<file path="src/rtl/lsu_pkg.sv">
// Shared encodings for the load/store unit: FSM states and access-size codes.
package lsu_pkg;

  typedef enum logic [1:0] {
    LSU_IDLE  = 2'd0,
    LSU_READ  = 2'd1,
    LSU_WRITE = 2'd2,
    LSU_RESP  = 2'd3
  } lsu_state_e;

  localparam logic LSU_SIZE_BYTE = 1'b0;
  localparam logic LSU_SIZE_HALF = 1'b1;

endpackage

</file>
<file path="src/rtl/load_store_unit.sv">
// Initiator side of the byte-wide data-memory port; sequences Rm/Wm/address/RegVal.
// LSU_WORD16_EN enables halfword (two-byte) accesses; otherwise every access is one byte.
module load_store_unit
  import lsu_pkg::*;
#(
  parameter int ADDR_W = 8,
  parameter int DATA_W = 8
) (
  input  logic                clock,
  input  logic                reset,
  input  logic                req_valid,
  output logic                req_ready,
  input  logic                req_write,
  input  logic                req_size,
  input  logic [ADDR_W-1:0]   req_addr,
  input  logic [2*DATA_W-1:0] req_wdata,
  output logic                rsp_valid,
  output logic [2*DATA_W-1:0] rsp_rdata,
  output logic                busy,
  output logic                Rm,
  output logic                Wm,
  output logic [ADDR_W-1:0]   address,
  output logic [DATA_W-1:0]   RegVal,
  input  logic [DATA_W-1:0]   Data_out
);

  lsu_state_e          state_q, state_d;
  logic                idx_q, idx_d;
  logic [ADDR_W-1:0]   addr_q, addr_d;
  logic [DATA_W-1:0]   wdata_lo_q, wdata_lo_d;
  logic                rsp_valid_q, rsp_valid_d;
  logic [2*DATA_W-1:0] rsp_rdata_q, rsp_rdata_d;
  logic                rm_q, rm_d;
  logic                wm_q, wm_d;
  logic [ADDR_W-1:0]   address_q, address_d;
  logic [DATA_W-1:0]   regval_q, regval_d;
  logic                last;
  logic [DATA_W-1:0]   wdata_hi_q;

`ifdef LSU_WORD16_EN
  logic                size_q, size_d;
  logic [DATA_W-1:0]   wdata_hi_d;

  assign last = (size_q == LSU_SIZE_BYTE) || idx_q;
`else
  logic unused_hi;

  assign last       = 1'b1;
  assign wdata_hi_q = '0;
  assign unused_hi  = ^{req_size, req_wdata[2*DATA_W-1:DATA_W]};
`endif

  // Next-cycle outputs are computed here so every port comes straight from a flop.
  always_comb begin
    state_d     = state_q;
    idx_d       = idx_q;
    addr_d      = addr_q;
    wdata_lo_d  = wdata_lo_q;
    rsp_valid_d = 1'b0;
    rsp_rdata_d = rsp_rdata_q;
    rm_d        = 1'b0;
    wm_d        = 1'b0;
    address_d   = address_q;
    regval_d    = regval_q;
`ifdef LSU_WORD16_EN
    size_d      = size_q;
    wdata_hi_d  = wdata_hi_q;
`endif
    unique case (state_q)
      LSU_IDLE: begin
        if (req_valid) begin
          idx_d      = 1'b0;
          addr_d     = req_addr;
          wdata_lo_d = req_wdata[DATA_W-1:0];
          address_d  = req_addr;
`ifdef LSU_WORD16_EN
          size_d     = req_size;
          wdata_hi_d = req_wdata[2*DATA_W-1:DATA_W];
`endif
          if (req_write) begin
            state_d  = LSU_WRITE;
            wm_d     = 1'b1;
            regval_d = req_wdata[DATA_W-1:0];
          end else begin
            state_d     = LSU_READ;
            rm_d        = 1'b1;
            rsp_rdata_d = '0;
          end
        end
      end
      LSU_WRITE: begin
        if (last) begin
          state_d     = LSU_RESP;
          rsp_valid_d = 1'b1;
        end else begin
          idx_d     = 1'b1;
          wm_d      = 1'b1;
          address_d = addr_q + ADDR_W'(1);
          regval_d  = wdata_hi_q;
        end
      end
      LSU_READ: begin
        if (idx_q) rsp_rdata_d[DATA_W +: DATA_W] = Data_out;
        else       rsp_rdata_d[0 +: DATA_W]      = Data_out;
        if (last) begin
          state_d     = LSU_RESP;
          rsp_valid_d = 1'b1;
        end else begin
          idx_d     = 1'b1;
          rm_d      = 1'b1;
          address_d = addr_q + ADDR_W'(1);
        end
      end
      LSU_RESP: state_d = LSU_IDLE;
      default:  state_d = LSU_IDLE;
    endcase
  end

  always_ff @(posedge clock or posedge reset) begin
    if (reset) begin
      state_q     <= LSU_IDLE;
      idx_q       <= 1'b0;
      addr_q      <= '0;
      wdata_lo_q  <= '0;
      rsp_valid_q <= 1'b0;
      rsp_rdata_q <= '0;
      rm_q        <= 1'b0;
      wm_q        <= 1'b0;
      address_q   <= '0;
      regval_q    <= '0;
`ifdef LSU_WORD16_EN
      size_q      <= LSU_SIZE_BYTE;
      wdata_hi_q  <= '0;
`endif
    end else begin
      state_q     <= state_d;
      idx_q       <= idx_d;
      addr_q      <= addr_d;
      wdata_lo_q  <= wdata_lo_d;
      rsp_valid_q <= rsp_valid_d;
      rsp_rdata_q <= rsp_rdata_d;
      rm_q        <= rm_d;
      wm_q        <= wm_d;
      address_q   <= address_d;
      regval_q    <= regval_d;
`ifdef LSU_WORD16_EN
      size_q      <= size_d;
      wdata_hi_q  <= wdata_hi_d;
`endif
    end
  end

  assign req_ready = (state_q == LSU_IDLE);
  assign busy      = (state_q != LSU_IDLE);
  assign rsp_valid = rsp_valid_q;
  assign rsp_rdata = rsp_rdata_q;
  assign Rm        = rm_q;
  assign Wm        = wm_q;
  assign address   = address_q;
  assign RegVal    = regval_q;

endmodule

</file>
<file path="config.mk">
export PLATFORM = sky130hd
export DESIGN_NAME = load_store_unit
export DESIGN_NICKNAME = d
export VERILOG_FILES = /design/src/rtl/lsu_pkg.sv /design/src/rtl/load_store_unit.sv
export SDC_FILE = /design/constraint.sdc
export NUM_CORES = 1
export LEC_CHECK = 0
export BUFFER_PORTS_ARGS = -buffer_cell sky130_fd_sc_hd__clkbuf_2
export CORE_UTILIZATION = 30
export DETAILED_ROUTE_END_ITERATION = 8
export SETUP_SLACK_MARGIN = 0.3
export SLEW_MARGIN = 20
export SYNTH_ARGS = -nofsm -noshare
export SYNTH_HDL_FRONTEND = slang
export SYNTH_SLANG_ARGS = --single-unit
</file>
<file path="constraint.sdc">
create_clock -name clock -period 2.1 [get_ports clock]
set_clock_uncertainty 0.15 [all_clocks]
set_input_delay 0.42 -clock clock [delete_from_list [all_inputs] [get_ports clock]]
set_output_delay 0.42 -clock clock [all_outputs]
set_load 0.01 [all_outputs]
</file>
[After elaboration in Yosys (flattened, before gate mapping)]
Index checks and enable logic that the tools add are counted.
Storage, ports and cells
  register bits after elaboration: 37
  input bits: 37
  logic and storage cells: 35
Cells by class
  equal/unequal tests: 5
  muxes and demuxes: 13
  bitwise gates (word level): 1
  reductions and logical operators: 8
Operators by type and width (count)
  16-bit two-way mux: 2
  16-bit one-hot mux with 2 select lines: 1
  1-bit two-way mux: 7
  2-bit one-hot mux with 3 select lines: 1
  3-bit AND reduction: 2
  2-bit == test, second input constant: 2
  2-bit two-way mux: 2
  2-bit inequality test, second input constant: 2
  4-bit AND reduction: 1
  2-bit nonzero test: 2
  2-bit by 1-bit == test with 1-bit output, second input constant: 1
  2-bit logical NOT: 1
  2-bit AND reduction: 1
  2-bit OR reduction: 1
  1-bit NOT: 1

[Depth between registers and ports, before layout]
Gate-level depths: netlist (run 1).
  depth in word-level cells: 3
  depth in mapped cells: 6
  gate-level depth less buffers: 5

[Worst setup path after synthesis (run 1)]
Ideal clock, no wire load.
  kind: register to register
  from: register state_q[0]
  to: register rsp_rdata_q[0] (netlist: rsp_rdata[0])
  library setup time: 0.121 ns
  data arrival time: 1.285 ns
  required time: 1.829 ns
  path slack: 0.544 ns
  stages on the path, launching flop included: 7
  period minus slack after synthesis: 1.556 ns
  path through: dfrtp_1 > inv_1 > ha_1 > nand2_1 > and3_4 > buf_6 > a22o_1
On the way
  longest elaborated chain between the ends: 3
RTL lines
  start: declaration: line load_store_unit.sv:27  | lsu_state_e state_q, state_d;
  start signal: assignment: line load_store_unit.sv:136  | state_q <= state_d;
  2-bit logical NOT (*)
  net req_ready: line load_store_unit.sv:12  | output logic req_ready,
  2-bit inequality test (no source line) / 2-bit nonzero test (equally long branches)
  3-bit AND reduction (no source line)
  end signal: assignment: line load_store_unit.sv:141  | rsp_rdata_q <= rsp_rdata_d;
  end: declaration: line load_store_unit.sv:32  | logic [2*DATA_W-1:0] rsp_rdata_q, rsp_rdata_d;
The timed path passes the listed nets; every way through them passes the cells marked *. The select of a mux whose other input is x is not followed.
A chain may end at the register's enable or synchronous reset.

[Worst setup path in the final report (run 1)]
  from: register state_q[0]
  to: output busy
On the way
  longest elaborated chain between the ends: 1
RTL lines
  2-bit nonzero test: line load_store_unit.sv:154  | assign busy = (state_q != LSU_IDLE);
  end: declaration: line load_store_unit.sv:19  | output logic busy,
No other way between the ends.

==> results.txt, run 1 <==
The wire length after detailed routing is 2.32 mm. The first global-routing pass estimated 3.84 mm of wire. The die covers 0.00433 sq mm. The clock latency at the later pin of the worst-skew pair came out at 270 ps. For the total DRC errors in the routed layout, the log shows 0. The cell area that synthesis handed to floorplanning was 0.00122 sq mm. The clock passes through at most 2 buffers.

For the area occupied by registers, the log shows 726 sq um. The clock-pin slew reported for the worst setup and hold paths after clock tree synthesis works out to 60 ps. The first TritonRoute pass finished after 4 iterations. The tools report the placement-stage cell area as 0.00152 sq mm. Data arrives at the worst endpoint at 1210 ps. The worst-case IR drop observed on VDD is 569 uV. The largest delay contributor family on the critical path is flip-flops.

After clock tree synthesis, the flow added hold-fix buffers numbering 0. The final estimated routing congestion in global placement was 0.684. The startpoint-to-endpoint class of the critical path was flop to output pin. The power spent charging and discharging nets was 0.837 mW; the largest driver fanout on the critical path was 4.

Static timing analysis puts the maximum clock frequency at 561 MHz. The overall track demand over capacity in global routing was 0.124. After detailed routing, the number of vias per cell comes to 4.45. Once detail routing completed, the nets flagged for antenna violations numbered 0. Max-cap check violation count: 0. The share of total power in sequential cells is 0.392.

Among the stages of the critical path, the cell type that occurs most often is sky130_fd_sc_hd__inv_1. Entering global routing, the biggest net connects 30 pins. The post-synthesis cell count came out at 85. The starting density of the core is 0.324, and the number of global-route vias before repair is 869. In this run the register-to-register setup slack is 520 ps. Among all stages on the critical path, the largest delay is contributed by sky130_fd_sc_hd__dfrtp_1. The internal portion of total power came out at 1.59 mW.

CTS placed an instance of sky130_fd_sc_hd__clkbuf_8 at the clock tree root. During I/O placement, the number of pins put on the boundary was 74. The die width was 65.8 um.

Detailed placement ended at an HPWL of 1.78 mm. The Yosys step of the flow raised 0 warnings. The path class of the tightest hold or removal check is input pin to async pin. Final critical-path required period: 1780 ps.

The reg-to-reg critical path startpoint was state_q[0]. Summing all non-filler instances in the final layout gives an area of 0.00162 sq mm. Walking the worst path, the cells encountered are inv_1, ha_4, inv_1, clkbuf_2. Share of the clock period used by the worst path: 0.849. Setup repair after global routing could not meet its margin everywhere. The clock group share of total power was 0.167; the summed negative setup slack over all endpoints was 0 ps. The number of pins exceeding their max-slew limit in the final report came out at 0. The flow ran to the end, and the final reports show no timing, DRC or antenna violations.

The average footprint of a synthesized cell is 14.4 sq um. TritonCTS built the clock tree. At the worst endpoint, the required time is 1530 ps.

The fraction of power spent switching nets was 0.345. Detailed routing inserted a total of 863 vias. The worst setup path is launched from a flop.

The violation count after the first detailed-route iteration was 11. In this run the worst setup path begins at state_q[0]. The run gives 0 as the antenna cell count.

Power spread over the standard cell area amounts to 1500 mW/mm^2. The tools report the CTS sink count as 29. Area inside the core boundary: 0.00377 sq mm. Counting flops and latches in the post-synthesis netlist gives 29. The analysis attributes to cell leakage a power of 0.851 nW.

The H-tree was split into 2 levels. Initial antenna violation count: 0. STA classifies the critical path endpoint as an output pin. For the total count of hold-check failures in the final report, the log shows 0. The count of input and output buffers is 56, and the final global-route overflow total is 0. After synthesis, the cell types taking the most area are sky130_fd_sc_hd__dfrtp_1 59%, sky130_fd_sc_hd__mux2_2 15%, sky130_fd_sc_hd__a22o_1 5.7%. The per-cell routed wire length was 12.0 um; the die span in y was 65.8 um.

Summed over all instances, the cell type with the most area after synthesis is sky130_fd_sc_hd__dfrtp_1. Destination of the worst register-to-register timing path: rsp_rdata[1]. The stage delay of the slowest cell on the critical path is 380 ps.

The logs give 368 for the fill cell instance count of the final layout and 22 for the number of core rows. The share of synthesized area occupied by flip-flops and latches was 0.594; the length in cells of the worst reg-to-reg path was 5. The netlist uses 22 different library cells. The tools report the combinational cell fraction of total power as 0.441. Setup violations remaining at the end of the flow were counted as 0. The critical path contains buffers and inverters numbering 3 combined. The multi-input gate area in the final layout was 460 sq um; the fraction of post-synthesis cell area in the top cell type by area was 0.594. TritonCTS created 5 clock buffers. The share of layout cells above drive strength 1 came out at 0.589.

For this run, the post-layout net count is 187. The synthesis-to-layout area growth was 32.9%.
[power groups by stage]
stage | Combinational (mW) | Sequential [mW] | Clock (mW)
final | 1.07 | 0.953 | 0.406
after global routing | 1.19 | 0.986 | 0.457
after global placement | 1.01 | 0.949 | 0
after detailed placement | 1.04 | 0.961 | 0
after CTS | 1.05 | 0.958 | 0.425
after floorplan | 0.573 | 1.07 | 0
[synth_stat cells (all sizes together)]
master,instances
buf,9
ha,3
a31oi,1
a22o,8
conb,1
o211ai,1
dfrtp,29
and2,1
nor2,1
and3,2
nand2b,2
nand3,1
inv,4
mux2,16
and2b,2
o21ai,2
nand2,2
[layer usage]
metal | routed length (um) | global-route usage
met2 | 1130 | 0.208
met3 | 191 | 0.0466
met5 | 0 | 0
met4 | 52 | 0.0652
met1 | 949 | 0.136
[cell families (layout without fill, tap and decap cells)]
group,count (synthesis),in the layout,synth area share
AOI/OAI and AO/OA,12,12,0.0861
adders and majority gates,3,3,0.0307
buffers and inverters,13,67,0.0707
DFF,29,29,0.594
muxes,16,16,0.148
other,1,8,0.00307
and+or+nand+nor,11,11,0.0676
[worst max path at each step]
stage | to | slack [ps] | cells past startpoint
finish | busy | 320 | 4
global route | busy | 250 | 4
CTS | busy | 300 | 4
detailed placement | RegVal[7] | 450 | 4
global placement | RegVal[0] | 540 | 4
floorplan | rsp_rdata[0] | 540 | 6
[what timing repair did]
item	in CTS	in global routing
resized for setup	1	3
endpoints found under the setup margin	1	2
gates cloned	0	0
buffers inserted	0	0
[worst reg2reg max path: stages, from the launching register on]
cell                      delay [ps]
sky130_fd_sc_hd__dfrtp_1         380
sky130_fd_sc_hd__inv_1           170
sky130_fd_sc_hd__ha_4            190
sky130_fd_sc_hd__and2b_1         200
sky130_fd_sc_hd__o21ai_4         230
sky130_fd_sc_hd__a22o_1          190
[placed cells by master (no fill, tap or decap)]
master / instances
sky130_fd_sc_hd__and2b_1: 2
sky130_fd_sc_hd__o211ai_1: 1
sky130_fd_sc_hd__nand2b_1: 1
sky130_fd_sc_hd__o21ai_0: 1
sky130_fd_sc_hd__and3_1: 1
sky130_fd_sc_hd__nand2b_4: 1
sky130_fd_sc_hd__clkbuf_2: 56
sky130_fd_sc_hd__nor2_1: 1
sky130_fd_sc_hd__nand3_2: 1
sky130_fd_sc_hd__and3_4: 1
sky130_fd_sc_hd__nand2_2: 1
sky130_fd_sc_hd__dfrtp_1: 29
sky130_fd_sc_hd__clkinv_2: 1
sky130_fd_sc_hd__ha_4: 2
sky130_fd_sc_hd__inv_1: 4
sky130_fd_sc_hd__buf_4: 1
sky130_fd_sc_hd__nand2_1: 1
sky130_fd_sc_hd__o21ai_4: 1
sky130_fd_sc_hd__conb_1: 8
sky130_fd_sc_hd__a31oi_1: 1
sky130_fd_sc_hd__mux2_2: 16
sky130_fd_sc_hd__and2_1: 1
sky130_fd_sc_hd__ha_1: 1
sky130_fd_sc_hd__clkbuf_8: 5
sky130_fd_sc_hd__a22o_1: 8
[final cells by class]
type / instances / area share
well taps: 48 / 0.0370
flip-flops and latches: 29 / 0.447
clock inverters: 1 / 0.00308
inverters: 4 / 0.00925
multi-input cells: 50 / 0.284
clock buffers: 5 / 0.0424
repair buffers: 57 / 0.177
[stage by stage]
| stage | hold WS [ps] | cells | setup slack [ps] | util | total power [mW] |
|---|---|---|---|---|---|
| after floorplan | 348 | 92 | 544 | - | 1.64 |
| after global placement | 336 | 188 | 540 | 0.404 | 1.96 |
| after detailed placement | 341 | 188 | 450 | 0.404 | 2.00 |
| after CTS | 43.9 | 194 | 301 | 0.424 | 2.43 |
| after global routing | 83.5 | 194 | 246 | 0.430 | 2.63 |
| final | 30.1 | 194 | 318 | 0.430 | 2.43 |
[registers in the layout, indices dropped and copies added (netlist names)]
register / count
RegVal: 8
rsp_rdata: 8
rsp_valid: 1
state_q: 2
address: 8
Wm: 1
Rm: 1
(Power assumes the default switching activity.)
==> inputs of run 2 (changes only) <==
Settings changed: ABC_AREA set to 1.
Clock period 2.1 ns to 1.83 ns, I/O delays scaled along.
==> results.txt, run 2 <==
The tools report the max-cap check violation count as 0 (unchanged). The run gives 1310 ps (was 1530 ps) as the data required time at the worst endpoint. The overall track demand over capacity in global routing came out at 0.132 (was 0.124).

The share of the clock period used by the worst path works out to 0.870. The tools report the area inside the core boundary as 0.00409 sq mm (was 0.00377 sq mm). For the number of top-level pins, the log shows 74 (unchanged).

The antenna cell count is 0 (unchanged), and the initial antenna violation count is 0 (unchanged). Top flip-flop cell by instance count after synthesis: sky130_fd_sc_hd__dfrtp_1 (unchanged). Remaining antenna violation count: 0 (unchanged). The flow ran to the end, and the final reports show no timing, DRC or antenna violations.

The tools report the deepest level of the CTS H-tree as 2 (unchanged). The total count of hold-check failures in the final report was 0 (unchanged); the die footprint was 0.00460 sq mm (was 0.00433 sq mm). The leakage power came out at 1.07 nW (was 0.851 nW). The synthesis warning total is 0 (unchanged), and the final worst setup slack is 239 ps (was 318 ps).

The clock latency at the later pin of the worst-skew pair was 270 ps (about the same). The commonest non-fill, non-tap cell in the layout is sky130_fd_sc_hd__nand2_1 (was sky130_fd_sc_hd__clkbuf_2). The summed negative setup slack over all endpoints was 0 ps (unchanged). The tools report the capturing element type of the critical path as an output pin (unchanged).

The run gives 0 (unchanged) as the final global-route overflow total. Cell type with the largest total area after synthesis: sky130_fd_sc_hd__dfrtp_1 (unchanged). The fill cell instance count of the final layout is 415 (was 368). Final standard cell utilization of the core: 0.451 (was 0.430). Highest-count cells in the layout ignoring fill and taps: 57 x sky130_fd_sc_hd__nand2_1, 55 x sky130_fd_sc_hd__clkbuf_2, 29 x sky130_fd_sc_hd__dfrtp_1, 10 x sky130_fd_sc_hd__buf_4 (was 56 x sky130_fd_sc_hd__clkbuf_2, 29 x sky130_fd_sc_hd__dfrtp_1, 16 x sky130_fd_sc_hd__mux2_2, 8 x sky130_fd_sc_hd__a22o_1, 8 x sky130_fd_sc_hd__conb_1).

The die span in y is 67.9 um (was 65.8 um). The total power per unit cell area is 1660 mW/mm^2 (was 1500 mW/mm^2). The tools report the CTS sink count as 29 (unchanged). The total DRC errors in the routed layout was 0 (unchanged); the number of pins exceeding their max-slew limit in the final report was 0 (unchanged). TritonCTS built the clock tree. The violation count after the first detailed-route iteration was 79 (was 11). The run gives 4 (unchanged) as the number of iterations in the first detailed-routing pass. The run gives 143 (was 85) as the post-synthesis cell count. The largest net degree at the start of global routing was 30 (unchanged). The run gives 1080 ps (was 1210 ps) as the critical path data arrival time.

The distinct cell type count after synthesis is 17 (was 22), and the average footprint of a synthesized cell is 9.10 sq um (was 14.4 sq um). The logs give 0.631 (was 0.684) for the final estimated routing congestion in global placement and 958 (was 869) for the number of global-route vias before repair. The number of buffers inserted during clock tree synthesis was 5 (unchanged); the clock-pin slew reported for the worst setup and hold paths after clock tree synthesis was 60 ps (about the same). The leading cell type by number of instances after synthesis was sky130_fd_sc_hd__nand2_1 (was sky130_fd_sc_hd__dfrtp_1). The number of core rows was 23 (was 22); the largest driver fanout on the critical path was 3 (was 4). Cells taking the most area after synthesis: sky130_fd_sc_hd__dfrtp_1 56%, sky130_fd_sc_hd__nand2_1 17%, sky130_fd_sc_hd__buf_4 5.2% (was sky130_fd_sc_hd__dfrtp_1 59%, sky130_fd_sc_hd__mux2_2 15%, sky130_fd_sc_hd__a22o_1 5.7%). Startpoint-to-endpoint class of the critical path: flop to output pin (unchanged).

The per-cell routed wire length came out at 11.0 um (was 12.0 um). The tools report the root buffer cell as sky130_fd_sc_hd__clkbuf_8 (unchanged). The logs give 1.90 mm (was 1.78 mm) for the detailed-placement wirelength estimate and 2 (unchanged) for the number of buffers between clock root and the deepest sink. The run gives 0.00130 sq mm (was 0.00122 sq mm) as the area of the mapped netlist. The tools report the source of the worst hold timing path as req_addr[4]. The post-synthesis async set-or-reset flop share came out at 1.00 (unchanged). For the count of final setup violators, the log shows 0 (unchanged). Nature of the critical path startpoint: a flop (unchanged). The wire length after detailed routing is 2.89 mm (was 2.32 mm). The tools report the reg-to-reg critical path startpoint as state_q[1] (was state_q[0]). The tools report the start point of the critical path as state_q[1] (was state_q[0]). The starting density of the core was 0.318 (was 0.324). The worst vdd rail ir drop was 688 uV (was 569 uV); the timing-limited maximum frequency was 628 MHz. The run gives 0.558 (was 0.594) as the share of synthesized area occupied by flip-flops and latches. The average vias per placed instance came out at 4.28 (was 4.45). The number of flops mapped to enable cells by yosys works out to 0 (unchanged). First-pass GRT wire length: 4.37 mm (was 3.84 mm). Number of synthesized register bits: 29 (unchanged). The smallest clock period supported by the final layout is computed as 1590 ps. Setup repair after global routing could not meet its margin everywhere.

The synthesis-to-layout area growth works out to 41.7% (was 32.9%). The share of layout cells above drive strength 1 was 0.421 (was 0.589). Most common library cells after synthesis: 58 x sky130_fd_sc_hd__nand2_1, 29 x sky130_fd_sc_hd__dfrtp_1, 9 x sky130_fd_sc_hd__buf_4, 8 x sky130_fd_sc_hd__inv_1, 8 x sky130_fd_sc_hd__nand4_1 (was 29 x sky130_fd_sc_hd__dfrtp_1, 16 x sky130_fd_sc_hd__mux2_2, 8 x sky130_fd_sc_hd__a22o_1, 8 x sky130_fd_sc_hd__buf_4, 4 x sky130_fd_sc_hd__inv_1). The count of input and output buffers is 56 (unchanged), and the number of nets at the end of the flow is 253 (was 187). The worst setup slack after placement is 230 ps (was 450 ps), and the total vias in the final route is 1130 (was 863).

The fraction of post-synthesis cell area in the top cell type by area was 0.558 (was 0.594); the total power draw was 3.06 mW (was 2.43 mW). The type of the worst min-delay path was input pin to flop (was input pin to async pin). Die width: 67.9 um (was 65.8 um). The run gives 131 ps (was 30.1 ps) as the worst hold-check slack.
## run 2: cell type report
cell class | instances | area, sq um | share of cell area
repair inverters | 2 | 17.5 | 0.00950
inverters | 9 | 46.3 | 0.0251
clock inverters | 1 | 5.00 | 0.00271
multi-input cells | 99 | 517 | 0.280
well taps | 50 | 62.6 | 0.0339
clock buffers | 7 | 96.3 | 0.0522
flip-flops and latches | 29 | 726 | 0.393
repair buffers | 67 | 374 | 0.203
## run 2: routing by layer
layer  track usage  share of wire
met3        0.0383          0.058
met2         0.196           0.46
met1         0.169           0.46
met4        0.0781          0.017
met5             0              0
## run 2: logic make-up after synthesis
logic type      Yosys count  synth area share
other cells               1           0.00288
simple gates             87             0.300
fa+ha+maj                 3            0.0288
buf+inv                  22             0.107
flops                    29             0.558
compound gates            1           0.00384
## run 2: worst max-delay path, stage by stage, from the launching register on
cell,delay (ps)
sky130_fd_sc_hd__dfrtp_1,380
sky130_fd_sc_hd__inv_2,120
sky130_fd_sc_hd__ha_4,160
sky130_fd_sc_hd__inv_2,30
sky130_fd_sc_hd__clkbuf_2,110
## run 2: timing repair
action | CTS | global route
buffers inserted | 4 | 3
setup endpoints to repair | 18 | 19
hold endpoints to repair | 29 | 0
cloned | 0 | 2
pin swaps | 1 | 2
resized for setup | 11 | 3
hold buffers | 1 | 0
## run 2: per-stage QoR
stage,instance area [sq um],std cells
final,1840,264
after detailed placement,1590,246
after global placement,1590,246
after floorplan,1330,150
after CTS,1790,259
after global routing,1840,264
## run 2: final timing paths
path	endpoint	slack, ps	cells after the start
min	address[4]	130	3
min reg2reg	RegVal[4]	320	2
max	busy	240	4
max in group asynchronous	rsp_rdata[0]	720	4
max reg2reg	address[2]	390	7
min in group asynchronous	address[6]	540	4
## run 2: power by group
group          total (mW)  switching, mW  leakage [nW]  internal [mW]
logic                1.42          0.804         0.650          0.618
registers            1.07          0.144         0.365          0.924
clock network       0.569          0.230        0.0542          0.339
total                3.06           1.18          1.07           1.88
